[config.mk]
export PLATFORM = sky130hd
export DESIGN_NAME = quad_index_counter
export DESIGN_NICKNAME = d
export VERILOG_FILES = /design/src/rtl/pluto_quad_pkg.sv /design/src/rtl/quad_index_counter_filter.sv /design/src/rtl/quad_index_counter.sv
export SDC_FILE = /design/constraint.sdc
export NUM_CORES = 1
export LEC_CHECK = 0
export CAP_MARGIN = 20
export CORE_ASPECT_RATIO = 2
export CORE_MARGIN = 2
export CORE_UTILIZATION = 45
export CTS_BUF_LIST = sky130_fd_sc_hd__clkbuf_16
export DETAILED_ROUTE_END_ITERATION = 6
export GPL_ROUTABILITY_DRIVEN = 0
export GPL_TIMING_DRIVEN = 0
export PLACE_DENSITY = 0.67
export REMOVE_ABC_BUFFERS = 1
export SLEW_MARGIN = 0
export SYNTH_ARGS = -nofsm -noshare
export SYNTH_HDL_FRONTEND = slang
export SYNTH_SLANG_ARGS = --single-unit
[constraint.sdc]
create_clock -name clk -period 4.71 [get_ports clk]
set_input_delay 0.942 -clock clk [delete_from_list [all_inputs] [get_ports clk]]
set_output_delay 0.942 -clock clk [all_outputs]
set_load 0.1 [all_outputs]
[src/rtl/pluto_quad_pkg.sv]
// Shared widths, quadrature state encodings and the step classifier
// used by the encoder front end.
package pluto_quad_pkg;

  localparam int COUNT_W    = 14;
  localparam int FILT_CNT_W = 4;
  localparam int SETTLE_W   = 5;

  localparam logic [1:0] QS_00 = 2'b00;
  localparam logic [1:0] QS_10 = 2'b10;
  localparam logic [1:0] QS_11 = 2'b11;
  localparam logic [1:0] QS_01 = 2'b01;

  typedef struct packed {
    logic inc;
    logic dec;
    logic err;
  } quad_step_t;

  // Position of an {A,B} pattern along the forward sequence 00->10->11->01.
  function automatic logic [1:0] quad_phase(input logic [1:0] ab);
    logic [1:0] phase;
    case (ab)
      QS_00:   phase = 2'd0;
      QS_10:   phase = 2'd1;
      QS_11:   phase = 2'd2;
      default: phase = 2'd3;
    endcase
    return phase;
  endfunction

  function automatic quad_step_t quad_step(input logic [1:0] prev, input logic [1:0] cur);
    logic [1:0] diff;
    quad_step_t step;
    diff     = quad_phase(cur) - quad_phase(prev);
    step.inc = (diff == 2'd1);
    step.dec = (diff == 2'd3);
    step.err = (diff == 2'd2);
    return step;
  endfunction

endpackage

[src/rtl/quad_index_counter_filter.sv]
// Two-flop synchronizer plus stability filter for one encoder pin.
// While i_settle is high the filter tracks the synchronizer with no counting.
module quad_filter
  import pluto_quad_pkg::*;
#(
  parameter int FILTER_LEN = 4
) (
  input  logic clk,
  input  logic reset,
  input  logic i_settle,
  input  logic i_pin,
  output logic o_filt
);

  localparam logic [FILT_CNT_W-1:0] CNT_LAST = FILT_CNT_W'(FILTER_LEN - 1);

  logic                  r_sync1;
  logic                  r_sync2;
  logic                  r_filt;
  logic [FILT_CNT_W-1:0] r_cnt;

  always_ff @(posedge clk) begin
    if (reset) begin
      r_sync1 <= 1'b0;
      r_sync2 <= 1'b0;
    end else begin
      r_sync1 <= i_pin;
      r_sync2 <= r_sync1;
    end
  end

  // A differing sample must persist FILTER_LEN evaluations before it is accepted.
  always_ff @(posedge clk) begin
    if (reset) begin
      r_filt <= 1'b0;
      r_cnt  <= '0;
    end else if (i_settle) begin
      r_filt <= r_sync2;
      r_cnt  <= '0;
    end else if (r_sync2 == r_filt) begin
      r_cnt <= '0;
    end else if (r_cnt == CNT_LAST) begin
      r_filt <= r_sync2;
      r_cnt  <= '0;
    end else begin
      r_cnt <= r_cnt + 1'b1;
    end
  end

  assign o_filt = r_filt;

endmodule

[src/rtl/quad_index_counter.sv]
// One-axis quadrature front end: filtered A/B/Z, 4x decode into a wrapping
// position count, and an armed index latch of that count.
module quad_index_counter
  import pluto_quad_pkg::*;
#(
  parameter int FILTER_LEN = 4
) (
  input  logic               clk,
  input  logic               reset,
  input  logic               quad_a,
  input  logic               quad_b,
  input  logic               quad_z,
  input  logic               z_polarity,
  input  logic               index_arm,
  input  logic               err_clear,
  output logic [COUNT_W-1:0] count,
  output logic [COUNT_W-1:0] index_count,
  output logic               index_valid,
  output logic               quad_err
);

  localparam logic [SETTLE_W-1:0] SETTLE_LAST = SETTLE_W'(FILTER_LEN + 2);

  logic [SETTLE_W-1:0] r_settle_cnt;
  logic [1:0]          r_ab_prev;
  logic                r_zq_prev;
  logic [COUNT_W-1:0]  r_count;
  logic [COUNT_W-1:0]  r_index_count;
  logic                r_index_valid;
  logic                r_armed;
  logic                r_err;

  logic                w_settle;
  logic                w_a;
  logic                w_b;
  logic                w_z;
  logic [1:0]          w_ab;
  logic                w_zq;
  logic                w_index_edge;
  quad_step_t          w_step;

  assign w_settle = (r_settle_cnt != SETTLE_LAST);

  always_ff @(posedge clk) begin
    if (reset) begin
      r_settle_cnt <= '0;
    end else if (w_settle) begin
      r_settle_cnt <= r_settle_cnt + 1'b1;
    end
  end

  quad_filter #(.FILTER_LEN(FILTER_LEN)) u_filt_a (
    .clk(clk), .reset(reset), .i_settle(w_settle), .i_pin(quad_a), .o_filt(w_a)
  );
  quad_filter #(.FILTER_LEN(FILTER_LEN)) u_filt_b (
    .clk(clk), .reset(reset), .i_settle(w_settle), .i_pin(quad_b), .o_filt(w_b)
  );
  quad_filter #(.FILTER_LEN(FILTER_LEN)) u_filt_z (
    .clk(clk), .reset(reset), .i_settle(w_settle), .i_pin(quad_z), .o_filt(w_z)
  );

  assign w_ab         = {w_a, w_b};
  assign w_zq         = w_z ^ z_polarity;
  assign w_step       = quad_step(r_ab_prev, w_ab);
  assign w_index_edge = w_zq & ~r_zq_prev & ~w_settle;

  // Previous-value registers track even during settle so idle levels never look like edges.
  always_ff @(posedge clk) begin
    if (reset) begin
      r_ab_prev <= 2'b00;
      r_zq_prev <= 1'b0;
    end else begin
      r_ab_prev <= w_ab;
      r_zq_prev <= w_zq;
    end
  end

  always_ff @(posedge clk) begin
    if (reset) begin
      r_count <= '0;
    end else if (!w_settle) begin
      if (w_step.inc) begin
        r_count <= r_count + 1'b1;
      end else if (w_step.dec) begin
        r_count <= r_count - 1'b1;
      end
    end
  end

  // A new illegal transition outranks a simultaneous clear.
  always_ff @(posedge clk) begin
    if (reset) begin
      r_err <= 1'b0;
    end else if (w_step.err && !w_settle) begin
      r_err <= 1'b1;
    end else if (err_clear) begin
      r_err <= 1'b0;
    end
  end

  always_ff @(posedge clk) begin
    if (reset) begin
      r_index_count <= '0;
      r_index_valid <= 1'b0;
      r_armed       <= 1'b0;
    end else if (w_index_edge && (r_armed || index_arm)) begin
      r_index_count <= r_count;
      r_index_valid <= 1'b1;
      r_armed       <= 1'b0;
    end else if (index_arm) begin
      r_index_valid <= 1'b0;
      r_armed       <= 1'b1;
    end
  end

  assign count       = r_count;
  assign index_count = r_index_count;
  assign index_valid = r_index_valid;
  assign quad_err    = r_err;

endmodule

==> results of run 1 <==
-- layout make-up --
class / count / area [um^2] / share of cell area [%]
clock buffers: 9 / 225.2 / 6.190
clock inverters: 7 / 60.06 / 1.651
inverters: 13 / 48.80 / 1.341
multi-input cells: 246 / 1614 / 44.36
flip-flops and latches: 60 / 1201 / 33.01
well taps: 86 / 107.6 / 2.957
repair buffers: 39 / 381.6 / 10.49
-- how the worst max path moves through the flow --
stage	startpoint	endpoint	slack (ns)
floorplan	u_filt_a.o_filt	count[13]	1.29
global placement	reset	count[12]	0.89
detailed placement	u_filt_a.o_filt	count[13]	0.94
CTS	u_filt_a.o_filt	count[13]	0.92
global route	u_filt_a.o_filt	count[13]	0.74
finish	u_filt_a.o_filt	count[13]	0.93
-- cell families after synthesis --
logic type / count (synthesis) / synth area share, %
fa+ha+maj: 24 / 10.59
buf+inv: 25 / 3.402
simple gates: 134 / 22.70
xor+xnor: 19 / 6.201
mux: 3 / 1.206
compound gates: 66 / 14.56
flops: 60 / 41.34
-- routing by layer --
layer  wire length [um]  track usage, %  share of wire, %
met1               2411           20.54                39
met2               3361           33.47                54
met3                236           4.396               3.8
met4                252           12.91               4.0
met5                  0               0                 0
-- metrics by stage --
stage	std cells	hold slack, ns	instance area (um^2)	total power, mW	util (%)
after floorplan	319	0.4138	2855	0.5930	-
after detailed placement	444	0.4284	3353	0.6208	53.58
after global placement	442	0.4214	3333	0.6189	53.26
after global routing	460	0.4579	3638	1.280	58.14
final	460	0.4458	3638	1.240	58.14
after CTS	460	0.4410	3638	1.255	58.14
-- worst reg2reg max path, cell delays in order, from the launching register on --
cell and delay, ns:
dfxtp_1 0.36, inv_1 0.09, ha_1 0.30, ha_1 0.20
xnor3_1 0.37, nor2b_4 0.23, inv_1 0.27, ha_1 0.52
nand3_1 0.11, nand2_1 0.11, a31oi_4 0.06, o31a_1 0.37
o21a_1 0.20, o211ai_2 0.18, mux2_4 0.31
-- sequential cells by signal, indices dropped and copies added (netlist names), 2 cells and up --
name            cells
r_settle_cnt        5
u_filt_z.r_cnt      4
count              14
u_filt_a.r_cnt      4
u_filt_b.r_cnt      4
index_count        14
r_ab_prev           2
-- synthesized netlist by cell type (3+ instances only) --
master,number
nand3_1,11
o21a_1,5
ha_1,23
and2_1,3
dfxtp_1,60
o31ai_1,5
nor2_1,34
nand2_1,45
buf_1,3
a21oi_1,31
nor3_1,8
o21ai_1,4
xor2_1,8
o21ai_0,4
a211oi_1,4
xnor2_1,10
nand2b_1,8
inv_1,13
buf_2,4
clkbuf_1,5
nor2b_1,11
-- power by group through the flow --
stage | registers, mW | clock network [mW] | logic (mW)
finish | 0.523 | 0.629 | 0.0879
global route | 0.524 | 0.659 | 0.0978
CTS | 0.523 | 0.644 | 0.0882
detailed placement | 0.534 | 0 | 0.0872
global placement | 0.533 | 0 | 0.0859
floorplan | 0.536 | 0 | 0.0572
==> flow_metrics.py, run 1 <==
metrics = {
    "global_route": {
        "antenna_found_initial": 0,
        "grt_pass1_wl_um": 10560,
        "gr-total-overflow": 0,
        "grt_max_degree": 52,
        "first_global_vias": 2369,
        "grt_util_all_layers_pct": 19.79,
    },
    "layout": {
        "final_common_cell": "dfxtp_1",
        "nets": 401,
        "final_cell_mix": "dfxtp_1 (60), nand2_1 (45), clkdlybuf4s50_1 (36)",
        "fillers": 594,
        "area_growth_pct": 25.24,
        "n_antenna_cell": 0,
        "drive_above_1_share_pct": 6.684,
    },
    "power_and_ir_drop": {
        "pwr-share-clk_pct": 50.7,
        "power_frac_seq_pct": 42.2,
        "swShare_pct": 23.11,
        "power.internal_mw": 0.9535,
        "leakagePower_nw": 1.399,
        "pwr-share-comb_pct": 7.1,
        "peakVddDrop_uv": 272.7,
        "powerDensity_nw_per_um2": 340.8,
        "p_sw_mw": 0.2866,
    },
    "worst_setup_path": {
        "arrival_ns": 4.01,
        "cp_max_fo": 13,
        "crit_buf_inv": 2,
        "r2r_end": "count[13]",
        "slowest_stage": "ha_1",
        "rr_worst_depth": 14,
        "rrSetupSlack_ns": 0.93,
        "crit_path_start_kind": "flip-flop",
        "required_ns": 4.93,
        "r2r_start": "u_filt_a.o_filt",
        "crit_type": "flip-flop to flip-flop",
        "crit_path_cell_trace": "inv_1, ha_1, ha_1, xnor3_1, nor2b_4, inv_1, ha_1, nand3_1, nand2_1, a31oi_4, o31a_1, o21a_1, o211ai_2, mux2_4",
        "critPathTopFamily": "adder cells",
        "path_depth": 14,
        "worst_path_largest_cell_delay_ns": 0.51,
        "worst_path_most_repeated_cell": "ha_1",
        "cp-end-kind": "flip-flop",
    },
    "logic_synthesis": {
        "synth-async-reset-ratio_pct": 0,
        "synth.largest_area_cell": "dfxtp_1",
        "synth_top_area_share_pct": 41.34,
        "yosys_warnings": 0,
        "syn_area_um2": 2905,
        "synth_ff_type": "dfxtp_1",
        "synth_top_cells_by_area": "dfxtp_1 (41%), ha_1 (9.9%), nand2_1 (5.8%)",
        "synth_cell_type_count": 45,
        "avgSynthCellArea_um2": 8.777,
        "netlist_instances": 331,
        "ys_ff_latch": 60,
        "synth_edf_count": 0,
        "synth_seq_area_share_pct": 41.34,
    },
    "die": {
        "initial_core_util_pct": 46.42,
        "rows": 41,
        "die_area_um2": 7154,
        "core_area_um2": 6259,
        "die_h_um": 117.6,
        "top_level_ports": 38,
        "die_w_um": 60.82,
    },
    "clock_network": {
        "h-tree-depth": 3,
        "tritoncts": "yes",
        "root_buffer": "clkbuf_16",
        "numCtsBuffers": 9,
        "ctsHoldBuffers": 0,
        "clock_sinks": 60,
        "cts_resized": 0,
        "clkTransAtPathRegs_ns": 0.05,
        "postCtsSetupBuffers": 0,
        "insertion_delay_ns": 0.33,
        "clock_path_buffers": 2,
    },
    "timing": {
        "fmax_mhz": 264.5,
        "period_share_pct": 80.27,
        "finalHoldViolCount": 0,
        "worst_pin_slew_ns": 0.9832,
        "fin_crit_ns": 3.781,
        "fin_ws_ns": 0.9291,
        "fin_worst_skew_ns": 0.006457,
        "relSlewSlack_pct": 34.25,
        "fin_setup_tns_ns": 0,
        "setup_violations": 0,
        "rsz0062_at_grt": "false",
        "slew_violations": 0,
    },
    "route": {
        "first_pass_iters": 4,
        "vias": 2361,
        "wl_per_cell_um": 13.61,
        "viasPerCell": 5.133,
        "drcViolationCount": 0,
        "ant_nets": 0,
        "first_iter_violations": 100,
        "routed_wl_um": 6261,
    },
    "hold_path": {
        "hp-class": "flip-flop to flip-flop",
        "min_from": "u_filt_a.r_sync1",
        "hold-path-endpoint": "u_filt_a.r_sync2",
        "holdPathStages": 1,
    },
    "place": {
        "place_ws_ns": 0.9409,
        "hpwl_um": 4374,
        "io_buffers": 37,
    },
    "outcome": {
        "outcome": "finished clean",
    },
    "run": {
        "drv_cap": 0,
    },
}
No activity file was read; power rests on OpenSTA's default activity.
==> run 2, diff against run 1 <==
--- a/config.mk
+++ b/config.mk
@@ -13,7 +13,7 @@
 export DETAILED_ROUTE_END_ITERATION = 6
 export GPL_ROUTABILITY_DRIVEN = 0
 export GPL_TIMING_DRIVEN = 0
-export PLACE_DENSITY = 0.67
+export PLACE_DENSITY = 0.7
 export REMOVE_ABC_BUFFERS = 1
 export SLEW_MARGIN = 0
 export SYNTH_ARGS = -nofsm -noshare
==> constraint.sdc (replaced) <==
create_clock -name clk -period 3.14 [get_ports clk]
set_input_delay 0.628 -clock clk [delete_from_list [all_inputs] [get_ports clk]]
set_output_delay 0.628 -clock clk [all_outputs]
set_load 0.1 [all_outputs]
==> run 2 against run 1 <==
Against the previous run:
- the run now ends with setup timing left
- first-iteration DRC count fell by 25%
- non-clock buffer count rose by 16
- hold slack got worse by 0.0050 ns
- core utilization rose by 5.9 points
- sequential power rose by 50%
- sequential share of layout area fell by 2.9 points
==> flow_metrics.py, run 2 (same netlist as run 1, synthesis figures left out) <==
metrics = {
    "power_and_ir_drop": {
        "power.internal_mw": 1.457,
        "pwr-share-clk_pct": 48.6,
        "leakagePower_nw": 1.500,
        "peakVddDrop_uv": 389.3,
        "swShare_pct": 22.81,
        "powerDensity_nw_per_um2": 471.3,
        "power_frac_seq_pct": 41.6,
        "p_sw_mw": 0.4306,
        "pwr-share-comb_pct": 9.8,
    },
    "layout": {
        "register_area_um2": 1207,
        "final_common_cell": "dfxtp_1",
        "final_util_pct": 63.99,
        "multi_input_area_um2": 1836,
        "drive_above_1_share_pct": 18.51,
        "n_antenna_cell": 0,
        "final_cell_area_um2": 4005,
        "area_growth_pct": 37.86,
        "fillers": 542,
        "nets": 417,
        "final_cell_mix": "dfxtp_1 (57), nand2_1 (44), clkdlybuf4s50_1 (36)",
    },
    "timing": {
        "fmax_mhz": 315.8,
        "fin_ws_ns": -0.02693,
        "worst_pin_slew_ns": 0.9763,
        "rsz0062_at_grt": "true",
        "period_share_pct": 100.9,
        "relSlewSlack_pct": 34.71,
        "finalHoldViolCount": 0,
        "fin_worst_skew_ns": 0.007351,
        "hold_ws_ns": 0.4408,
        "slew_violations": 0,
        "setup_violations": 2,
        "fin_setup_tns_ns": -0.03771,
        "fin_crit_ns": 3.167,
    },
    "worst_setup_path": {
        "worst_path_largest_cell_delay_ns": 0.33,
        "crit_buf_inv": 4,
        "crit_path_start_kind": "flip-flop",
        "cp-end-kind": "flip-flop",
        "arrival_ns": 3.38,
        "crit_path_cell_trace": "inv_2, ha_4, inv_2, ha_4, xnor3_1, nor2b_4, clkinvlp_4, buf_6, ha_4, a21oi_2, nor2b_4, a31oi_4, o31a_1, o21a_1, o211ai_2, mux2_4",
        "critPathTopFamily": "compound AO/OA/AOI/OAI gates",
        "path_depth": 16,
        "required_ns": 3.35,
        "r2r_end": "count[13]",
        "rrSetupSlack_ns": -0.03,
        "cp_max_fo": 3,
        "crit_type": "flip-flop to flip-flop",
        "worst_path_most_repeated_cell": "ha_4",
        "rr_worst_depth": 16,
        "r2r_start": "r_ab_prev[1]",
        "slowest_stage": "dfxtp_2",
    },
    "route": {
        "vias": 2529,
        "first_iter_violations": 75,
        "drcViolationCount": 0,
        "routed_wl_um": 7019,
        "viasPerCell": 5.324,
        "wl_per_cell_um": 14.78,
        "ant_nets": 0,
        "first_pass_iters": 4,
    },
    "clock_network": {
        "numCtsBuffers": 9,
        "clkTransAtPathRegs_ns": 0.05,
        "tritoncts": "yes",
        "clock_path_buffers": 2,
        "h-tree-depth": 3,
        "clock_sinks": 60,
        "insertion_delay_ns": 0.32,
        "root_buffer": "clkbuf_16",
    },
    "die": {
        "die_w_um": 60.82,
        "die_h_um": 117.6,
        "top_level_ports": 38,
        "initial_core_util_pct": 46.42,
        "core_area_um2": 6259,
        "rows": 41,
        "die_area_um2": 7154,
    },
    "outcome": {
        "outcome": "finished, violations left",
        "violations": "setup timing",
    },
    "global_route": {
        "grt_util_all_layers_pct": 20.89,
        "grt_max_degree": 52,
        "grt_pass1_wl_um": 11390,
        "first_global_vias": 2564,
        "antenna_found_initial": 0,
        "gr-total-overflow": 0,
    },
    "hold_path": {
        "hold-path-endpoint": "u_filt_b.r_sync2",
        "holdPathStages": 1,
        "hp-class": "flip-flop to flip-flop",
        "min_from": "u_filt_b.r_sync1",
    },
    "place": {
        "io_buffers": 37,
        "place_area_um2": 3352,
        "hpwl_um": 4549,
    },
    "run": {
        "drv_cap": 0,
    },
}
[run 2: through the flow]
| stage | power [mW] | cells | worst slack (ns) |
|---|---|---|---|
| floorplan | 0.8895 | 319 | -0.2775 |
| global placement | 0.9269 | 442 | -0.6452 |
| detailed placement | 0.9316 | 444 | -0.7072 |
| CTS | 1.885 | 470 | -0.008284 |
| global route | 1.962 | 475 | -0.1454 |
| finish | 1.888 | 475 | -0.02693 |
[run 2: routing by layer]
layer	track usage (%)	vias up	wire length, um
met4	11.82	0	264
met3	4.615	24	239
met2	35.48	57	3856
met5	0	-	0
li1	-	1250	-
met1	22.47	1198	2658
[run 2: worst max-delay path by stage]
stage | from | end | slack (ns)
floorplan | u_filt_a.o_filt | count[13] | -0.28
global placement | u_filt_a.o_filt | count[13] | -0.65
detailed placement | u_filt_a.o_filt | count[13] | -0.71
CTS | r_ab_prev[1] | count[13] | -0.008
global route | r_ab_prev[1] | count[13] | -0.15
finish | r_ab_prev[1] | count[13] | -0.03
[run 2: what timing repair did]
| item | CTS | global route |
|---|---|---|
| setup endpoints to repair | 10 | 7 |
| pin swaps | 11 | 8 |
| cloned | 0 | 0 |
| hold endpoints to repair | 0 | 0 |
| setup buffers | 11 | 5 |
| hold buffers | 0 | 0 |
| gates resized for setup | 30 | 20 |
[run 2: power by group through the flow]
stage	Clock (mW)	Combinational (mW)	Sequential, mW
2_1_floorplan	0	0.0859	0.804
3_3_place_gp	0	0.127	0.800
3_5_place_dp	0	0.131	0.800
4_1_cts	0.930	0.169	0.786
5_1_grt	0.975	0.201	0.786
6_report	0.917	0.185	0.786
[run 2: area by class of cell]
| type | instances | area share, % |
|---|---|---|
| multi-input cells | 246 | 45.83 |
| flip-flops and latches | 60 | 30.15 |
| repair buffers | 55 | 13.15 |
| clock buffers | 9 | 5.623 |
| well taps | 86 | 2.687 |
| inverters | 13 | 1.312 |
| clock inverters | 6 | 1.250 |
